### src/rtl/imm_decode_pipe_if.sv
// Handshake bundle for imm_decode_pipe: input side (instruction + PC),
// output side (decoded immediate, format tag, illegal flag, pass-throughs)
// and the synchronous flush. The slave modport is the stage's view; the
// master modport is the view of whatever drives and consumes the stage.
interface imm_decode_pipe_if #(
    parameter int XLEN = 32
);
    logic            flush;
    logic            in_valid;
    logic            in_ready;
    logic [31:0]     in_inst;
    logic [XLEN-1:0] in_pc;
    logic            out_valid;
    logic            out_ready;
    logic [XLEN-1:0] out_imm;
    logic [2:0]      out_fmt;
    logic            out_illegal;
    logic [31:0]     out_inst;
    logic [XLEN-1:0] out_pc;

    modport master (
        output flush, in_valid, in_inst, in_pc, out_ready,
        input  in_ready, out_valid, out_imm, out_fmt, out_illegal, out_inst, out_pc
    );

    modport slave (
        input  flush, in_valid, in_inst, in_pc, out_ready,
        output in_ready, out_valid, out_imm, out_fmt, out_illegal, out_inst, out_pc
    );
endinterface

### src/rtl/imm_decode_pipe.sv
// Registered RV32I/RV64I immediate-generation stage with a 2-entry skid
// buffer. Decode happens on the input side; the decoded result travels
// with the instruction and PC. All outputs come straight from the head
// entry register, and in_ready is a decode of the occupancy state only.
// Optional feature: define IMM_ZICSR_EN to decode the SYSTEM opcode.
module imm_decode_pipe #(
    parameter int XLEN = 32
) (
    input  logic             clk,
    input  logic             rst,
    imm_decode_pipe_if.slave bus
);

    typedef enum logic [2:0] {
        FMT_NONE = 3'd0,
        FMT_I    = 3'd1,
        FMT_S    = 3'd2,
        FMT_B    = 3'd3,
        FMT_U    = 3'd4,
        FMT_J    = 3'd5,
        FMT_SH   = 3'd6,
        FMT_Z    = 3'd7
    } fmt_e;

    typedef enum logic [1:0] {
        EMPTY = 2'd0,
        ONE   = 2'd1,
        TWO   = 2'd2
    } state_e;

    typedef struct packed {
        logic [XLEN-1:0] imm;
        fmt_e            fmt;
        logic            illegal;
        logic [31:0]     inst;
        logic [XLEN-1:0] pc;
    } entry_t;

    localparam logic [6:0] OPC_LOAD     = 7'b0000011;
    localparam logic [6:0] OPC_OP_IMM   = 7'b0010011;
    localparam logic [6:0] OPC_AUIPC    = 7'b0010111;
    localparam logic [6:0] OPC_OP_IMM32 = 7'b0011011;
    localparam logic [6:0] OPC_STORE    = 7'b0100011;
    localparam logic [6:0] OPC_OP       = 7'b0110011;
    localparam logic [6:0] OPC_LUI      = 7'b0110111;
    localparam logic [6:0] OPC_OP32     = 7'b0111011;
    localparam logic [6:0] OPC_BRANCH   = 7'b1100011;
    localparam logic [6:0] OPC_JALR     = 7'b1100111;
    localparam logic [6:0] OPC_JAL      = 7'b1101111;
`ifdef IMM_ZICSR_EN
    localparam logic [6:0] OPC_SYSTEM   = 7'b1110011;
`endif

    // Sign-extend a 32-bit immediate image to XLEN (a size cast of a signed
    // value replicates the sign bit).
    function automatic logic [XLEN-1:0] sext32(input logic [31:0] v);
        return XLEN'($signed(v));
    endfunction

    state_e          r_state;
    state_e          w_state_nxt;
    entry_t          r_head;
    entry_t          r_skid;
    entry_t          w_new;
    logic            w_accept;
    logic            w_drain;
    logic            w_load_head_in;
    logic            w_load_head_skid;
    logic            w_load_skid;

    logic [31:0]     w_inst;
    logic [2:0]      w_f3;
    logic            w_is_shift;
    logic [XLEN-1:0] w_imm;
    fmt_e            w_fmt;
    logic            w_ill;

    assign w_inst     = bus.in_inst;
    assign w_f3       = w_inst[14:12];
    assign w_is_shift = (w_f3 == 3'b001) || (w_f3 == 3'b101);

    // Combinational immediate decode of the incoming instruction word.
    // NOTE: every always_comb output gets a default first so no path can
    // leave it unassigned and infer a latch.
    always_comb begin
        w_imm = '0;
        w_fmt = FMT_NONE;
        w_ill = 1'b0;
        if (w_inst[1:0] != 2'b11) begin
            w_ill = 1'b1;
        end else begin
            case (w_inst[6:0])
                OPC_LOAD, OPC_JALR: begin
                    w_fmt = FMT_I;
                    w_imm = sext32({{20{w_inst[31]}}, w_inst[31:20]});
                end
                OPC_OP_IMM: begin
                    if (!w_is_shift) begin
                        w_fmt = FMT_I;
                        w_imm = sext32({{20{w_inst[31]}}, w_inst[31:20]});
                    end else if (XLEN == 64) begin
                        w_fmt = FMT_SH;
                        w_imm = XLEN'(w_inst[25:20]);
                    end else if (w_inst[25]) begin
                        w_ill = 1'b1;
                    end else begin
                        w_fmt = FMT_SH;
                        w_imm = XLEN'(w_inst[24:20]);
                    end
                end
                OPC_OP_IMM32: begin
                    if (XLEN != 64) begin
                        w_ill = 1'b1;
                    end else if (w_is_shift) begin
                        w_fmt = FMT_SH;
                        w_imm = XLEN'(w_inst[24:20]);
                    end else begin
                        w_fmt = FMT_I;
                        w_imm = sext32({{20{w_inst[31]}}, w_inst[31:20]});
                    end
                end
                OPC_STORE: begin
                    w_fmt = FMT_S;
                    w_imm = sext32({{20{w_inst[31]}}, w_inst[31:25], w_inst[11:7]});
                end
                OPC_BRANCH: begin
                    w_fmt = FMT_B;
                    w_imm = sext32({{19{w_inst[31]}}, w_inst[31], w_inst[7],
                                    w_inst[30:25], w_inst[11:8], 1'b0});
                end
                OPC_LUI, OPC_AUIPC: begin
                    w_fmt = FMT_U;
                    w_imm = sext32({w_inst[31:12], 12'b0});
                end
                OPC_JAL: begin
                    w_fmt = FMT_J;
                    w_imm = sext32({{11{w_inst[31]}}, w_inst[31], w_inst[19:12],
                                    w_inst[20], w_inst[30:21], 1'b0});
                end
                OPC_OP: begin
                    w_fmt = FMT_NONE;
                end
                OPC_OP32: begin
                    w_ill = (XLEN != 64);
                end
`ifdef IMM_ZICSR_EN
                OPC_SYSTEM: begin
                    case (w_f3)
                        3'b101, 3'b110, 3'b111: begin
                            w_fmt = FMT_Z;
                            w_imm = XLEN'(w_inst[19:15]);
                        end
                        3'b001, 3'b010, 3'b011: begin
                            w_fmt = FMT_I;
                            w_imm = XLEN'(w_inst[31:20]);
                        end
                        3'b000:  w_fmt = FMT_NONE;
                        default: w_ill = 1'b1;
                    endcase
                end
`endif
                default: w_ill = 1'b1;
            endcase
        end
        // Illegal encodings always report a zero immediate and NONE format.
        if (w_ill) begin
            w_imm = '0;
            w_fmt = FMT_NONE;
        end
    end

    assign w_new.imm     = w_imm;
    assign w_new.fmt     = w_fmt;
    assign w_new.illegal = w_ill;
    assign w_new.inst    = w_inst;
    assign w_new.pc      = bus.in_pc;

    assign bus.in_ready  = (r_state != TWO);
    assign bus.out_valid = (r_state != EMPTY);
    assign w_accept      = bus.in_valid & bus.in_ready;
    assign w_drain       = bus.out_valid & bus.out_ready;

    // Occupancy state register.
    // NOTE: sequential state uses non-blocking assignments so every flop
    // samples pre-edge values regardless of process ordering.
    always_ff @(posedge clk or posedge rst) begin
        if (rst) r_state <= EMPTY;
        else     r_state <= w_state_nxt;
    end

    // Next occupancy and which entry register loads; flush wins over all.
    always_comb begin
        w_state_nxt      = r_state;
        w_load_head_in   = 1'b0;
        w_load_head_skid = 1'b0;
        w_load_skid      = 1'b0;
        if (bus.flush) begin
            w_state_nxt = EMPTY;
        end else begin
            case (r_state)
                EMPTY: begin
                    if (w_accept) begin
                        w_load_head_in = 1'b1;
                        w_state_nxt    = ONE;
                    end
                end
                ONE: begin
                    if (w_accept && w_drain) begin
                        w_load_head_in = 1'b1;
                    end else if (w_accept) begin
                        w_load_skid = 1'b1;
                        w_state_nxt = TWO;
                    end else if (w_drain) begin
                        w_state_nxt = EMPTY;
                    end
                end
                TWO: begin
                    if (w_drain) begin
                        w_load_head_skid = 1'b1;
                        w_state_nxt      = ONE;
                    end
                end
                default: w_state_nxt = EMPTY;
            endcase
        end
    end

    // Head (output) and skid entry registers; the head changes only on a
    // load, so output fields hold while stalled.
    // NOTE: both entries are reset because the outputs are driven directly
    // from the head entry and must read zero out of reset.
    always_ff @(posedge clk or posedge rst) begin
        if (rst) begin
            r_head <= '0;
            r_skid <= '0;
        end else begin
            if (w_load_head_in)        r_head <= w_new;
            else if (w_load_head_skid) r_head <= r_skid;
            if (w_load_skid)           r_skid <= w_new;
        end
    end

    assign bus.out_imm     = r_head.imm;
    assign bus.out_fmt     = r_head.fmt;
    assign bus.out_illegal = r_head.illegal;
    assign bus.out_inst    = r_head.inst;
    assign bus.out_pc      = r_head.pc;

endmodule

### src/flat_wrapper.sv
// flat-port wrapper written by rule: the top's interface ports become plain ports
module imm_decode_pipe_flat 
#(
    parameter int XLEN = 32
)
  (clk, rst, bus_flush, bus_in_valid, bus_in_inst, bus_in_pc, bus_out_ready, bus_in_ready, bus_out_valid, bus_out_imm, bus_out_fmt, bus_out_illegal, bus_out_inst, bus_out_pc);
  imm_decode_pipe_if #(.XLEN(XLEN)) bus_i ();
  input  logic clk;
  input  logic rst;
  input wire logic [$bits(bus_i.flush)-1:0] bus_flush;
  input wire logic [$bits(bus_i.in_valid)-1:0] bus_in_valid;
  input wire logic [$bits(bus_i.in_inst)-1:0] bus_in_inst;
  input wire logic [$bits(bus_i.in_pc)-1:0] bus_in_pc;
  input wire logic [$bits(bus_i.out_ready)-1:0] bus_out_ready;
  output wire logic [$bits(bus_i.in_ready)-1:0] bus_in_ready;
  output wire logic [$bits(bus_i.out_valid)-1:0] bus_out_valid;
  output wire logic [$bits(bus_i.out_imm)-1:0] bus_out_imm;
  output wire logic [$bits(bus_i.out_fmt)-1:0] bus_out_fmt;
  output wire logic [$bits(bus_i.out_illegal)-1:0] bus_out_illegal;
  output wire logic [$bits(bus_i.out_inst)-1:0] bus_out_inst;
  output wire logic [$bits(bus_i.out_pc)-1:0] bus_out_pc;
  assign bus_i.flush = bus_flush;
  assign bus_i.in_valid = bus_in_valid;
  assign bus_i.in_inst = bus_in_inst;
  assign bus_i.in_pc = bus_in_pc;
  assign bus_i.out_ready = bus_out_ready;
  assign bus_in_ready = bus_i.in_ready;
  assign bus_out_valid = bus_i.out_valid;
  assign bus_out_imm = bus_i.out_imm;
  assign bus_out_fmt = bus_i.out_fmt;
  assign bus_out_illegal = bus_i.out_illegal;
  assign bus_out_inst = bus_i.out_inst;
  assign bus_out_pc = bus_i.out_pc;
  imm_decode_pipe #(.XLEN(XLEN)) u_core (.clk(clk), .rst(rst), .bus(bus_i));
endmodule
### config.mk
export PLATFORM = sky130hd
export DESIGN_NAME = imm_decode_pipe_flat
export DESIGN_NICKNAME = d
export VERILOG_FILES = /design/src/rtl/imm_decode_pipe_if.sv /design/src/rtl/imm_decode_pipe.sv /design/src/flat_wrapper.sv
export SDC_FILE = /design/constraint.sdc
export NUM_CORES = 1
export LEC_CHECK = 0
export CORE_MARGIN = 5
export CORE_UTILIZATION = 47
export DETAILED_ROUTE_END_ITERATION = 8
export PLACE_DENSITY = 0.86
export RECOVER_POWER = 100
export SLEW_MARGIN = 20
export SYNTH_ARGS = -nofsm -noshare
export SYNTH_HDL_FRONTEND = slang
export SYNTH_SLANG_ARGS = --single-unit
### constraint.sdc
create_clock -name clk -period 6.9 [get_ports clk]
set_input_delay 1.38 -clock clk [delete_from_list [all_inputs] [get_ports clk]]
set_output_delay 1.38 -clock clk [all_outputs]
set_load 0.05 [all_outputs]
==> flow_metrics.py <==
metrics = {
    "floorplanning": {
        "dieArea_um2": 21580,
        "fp-row-count": 50,
        "die_x_um": 146.9,
        "io_pins": 171,
        "start_util": 0.4741,
        "core_um2": 18580,
        "die_y_um": 146.9,
    },
    "final_layout": {
        "num-nets-final": 1146,
        "fin_cells": 1327,
        "final_layout_size_suffix_gt1_frac": 0.05215,
        "diodes": 0,
        "syn_to_final_growth_pct": 28.12,
        "final_cell_area_um2": 11290,
        "utilization": 0.6075,
    },
    "status": {
        "status": "complete, but fails checks",
        "violations": "max-capacitance violations, max-slew violations",
    },
    "logic_synthesis": {
        "yosysUniqueCellTypes": 52,
        "synth-seq-area-share": 0.5738,
        "yosys_warnings": 0,
        "synth_area_um2": 8810,
        "synth.avg_cell_area_um2": 9.372,
        "syn_inst": 940,
        "synth_fp_nets": 1009,
        "ys_seq_elements": 202,
    },
    "power_and_ir_drop": {
        "p_per_area_nw_per_um2": 298.8,
        "seqPwrFrac": 0.434,
        "power_frac_clock": 0.345,
        "combPwrFrac": 0.220,
        "swShare": 0.3175,
        "leakagePower_nw": 5.244,
        "p_int_w": 0.002302,
        "switchingPower_w": 0.001071,
        "ir_drop_mv": 0.1676,
    },
    "global_routing": {
        "use_met2": 0.3584,
        "grtUsageTotal": 0.2195,
        "grt_max_degree": 142,
        "antenna_found_initial": 0,
        "grt_busiest_layer": "met2",
        "met1_usage": 0.3011,
        "grt_pass1_vias": 7647,
        "grt_overflow": 0,
        "grt_pass1_wl_mm": 39.71,
        "grt_use_met3": 0.04473,
    },
    "critical_path": {
        "r2r-start": "u_core.r_state[0]$_DFFE_PP0P_",
        "path_class": "in -> reg",
        "crit_path_end": "u_core.bus.out_imm[1]$_DFFE_PP0P_",
        "cp-end-kind": "flip-flop",
        "r2r_setup_slack_ns": 3.13,
        "path_max_fanout": 59,
        "critical_path_required_ns": 7.24,
        "cp.arrival_ns": 5.15,
        "start_kind": "primary input",
        "crit_start": "bus_out_ready",
        "reg2regPathDepth": 5,
        "r2r_end": "u_core.bus.out_imm[1]$_DFFE_PP0P_",
    },
    "cts": {
        "postCtsHoldBufs": 0,
        "cts_buffers": 22,
        "clkLatencyLatePin_ns": 0.50,
        "root_buffer": "clkbuf_16",
        "cts.sinks": 202,
        "clk_pin_slew_ns": 0.06,
        "cts_resized": 0,
        "ctsHtreeMaxLevel": 1,
        "cts_buffer_depth": 3,
        "cts_tree": "yes",
        "cts_setup_buffers": 0,
    },
    "routing": {
        "drt_iter0_drc": 585,
        "firstDrtPassIters": 6,
        "viasPerCell": 5.649,
        "wire_per_inst_um": 17.99,
        "ant_nets": 0,
        "vias": 7496,
        "drt-total-wl_mm": 23.87,
        "drcViolationCount": 0,
    },
    "timing": {
        "finalHoldViolations": 0,
        "fin_skew_ns": 0.009523,
        "rsz0062_at_grt": "no",
        "finalCritPeriodShare": 0.6982,
        "relSlewSlack": -0.9784,
        "setup_viol": 0,
        "period_minus_slack_ns": 4.818,
        "max_freq_mhz": 207.6,
        "tightest_slew_ns": 2.968,
        "tns_ns": 0,
        "drv_slew": 250,
        "holdWs_ns": 0.4748,
    },
    "placed_design": {
        "place_inst": 1287,
        "io_buffer_count": 170,
        "post_dp_cell_area_um2": 10560,
        "place.gp.congestion": 0.8211,
        "hpwl_mm": 15.19,
    },
    "run": {
        "maxCapViolations": 3,
    },
    "hold_path": {
        "hold_start": "u_core.r_skid[42]$_DFFE_PP0P_",
        "hold_path_class": "reg -> reg",
    },
}
synthesized netlist by cell type, drive strengths merged:
cell type  instances  area [um^2]
dfrtp            202         5055
nand2b             1        6.260
clkbuf            29        108.9
a31oi             63        394.1
a211o              2        17.52
nand3b             3        22.52
a21oi             13        65.06
a2bb2oi            1        8.760
nor2b             11        68.82
inv                3        11.26
or2                2        12.52
nor3               8        50.05
nor2              63        260.3
o211ai             7        52.55
o31ai              1        7.510
nor4               2        33.78
nor3b              2        20.02
and3               1        11.26
nand4b             3        26.28
o211a              1        10.01
nand2            344         1294
nand3             23        115.1
and2               9        56.30
nand4bb            1        11.26
o22a               2        17.52
mux2i             14        140.1
and4bb             2        25.02
a22oi             22        165.2
o21ai             30        150.1
a22o               5        43.79
a221o             19        190.2
o22ai              1        6.260
a2111oi            1        27.53
a32oi              4        35.03
buf               35        207.7
o21ba              1        10.01
or3                1        6.260
or3b               3        28.78
a211oi             5        37.54
cells in the final DEF (no fill, tap or decap), types with 5 or more instances in the layout:
master	instances
a21oi_1	13
a22oi_1	22
clkdlybuf4s50_1	65
dfrtp_1	202
a211oi_1	5
clkinv_2	8
clkbuf_8	5
nor3_1	6
mux2i_1	14
dlygate4sd3_1	105
nand2_1	342
clkbuf_16	23
clkbuf_1	5
nor2_1	61
nor2b_1	11
a31oi_1	63
a221o_1	19
and2_0	6
o211ai_1	7
a22o_1	5
o21ai_0	30
nand3_1	23
per-stage QoR:
stage               setup WS (ns)  power [W]
CTS                         3.005   0.003428
global placement            2.664   0.002233
global route                1.734   0.003522
finish                      2.082   0.003372
floorplan                0.009284   0.001965
detailed placement          2.487   0.002259
power by group through the flow:
stage,clock [W],combinational (W),sequential (W)
2_1_floorplan,0,0.000226,0.00174
3_3_place_gp,0,0.000756,0.00148
3_5_place_dp,0,0.000775,0.00148
4_1_cts,0.00118,0.000779,0.00147
5_1_grt,0.00123,0.000798,0.00149
6_report,0.00116,0.000743,0.00146
state kept, by name, indices dropped and copies added, names as in the netlist:
signal                  flops
u_core.bus.out_fmt          3
u_core.bus.out_inst        32
u_core.r_skid             100
u_core.bus.out_imm         32
u_core.r_state              2
u_core.bus.out_pc          32
u_core.bus.out_illegal      1
worst max-delay path, cell delays in order:
cell and delay [ns]:
dlygate4sd3_1 0.65, and4bb_1 1.94, a21oi_1 0.06, clkbuf_1 0.57, a32oi_1 0.38, o211ai_1 0.15
logic make-up after synthesis:
group / after synthesis / share of synthesized area
buffers and inverters: 67 / 0.03721
and+or+nand+nor: 479 / 0.2325
muxes: 14 / 0.01591
DFF: 202 / 0.5738
AOI/OAI and AO/OA: 178 / 0.1406
per-layer routing:
metal	vias to the layer above	share of wire
li1	3480	-
met1	3627	0.41
met2	336	0.48
met3	53	0.087
met4	0	0.024
met5	-	0
area by class of cell:
class	instances	area, um^2
clock buffer	30	651.9
clock inverter	10	77.57
inverter	3	15.01
sequential	202	5055
multi-input combinational	671	3448
tap	234	292.8
timing repair buffer	177	1747
fill	1480	7293
how the worst min path moves through the flow:
| stage | to | depth (start not counted) |
|---|---|---|
| floorplan | u_core.r_skid[57]$_DFFE_PP0P_ | 2 |
| global placement | u_core.r_skid[26]$_DFFE_PP0P_ | 2 |
| detailed placement | u_core.r_skid[3]$_DFFE_PP0P_ | 2 |
| CTS | u_core.r_skid[35]$_DFFE_PP0P_ | 2 |
| global route | u_core.r_skid[23]$_DFFE_PP0P_ | 2 |
| finish | u_core.r_skid[42]$_DFFE_PP0P_ | 2 |
Power figures use the tool's default switching activity.
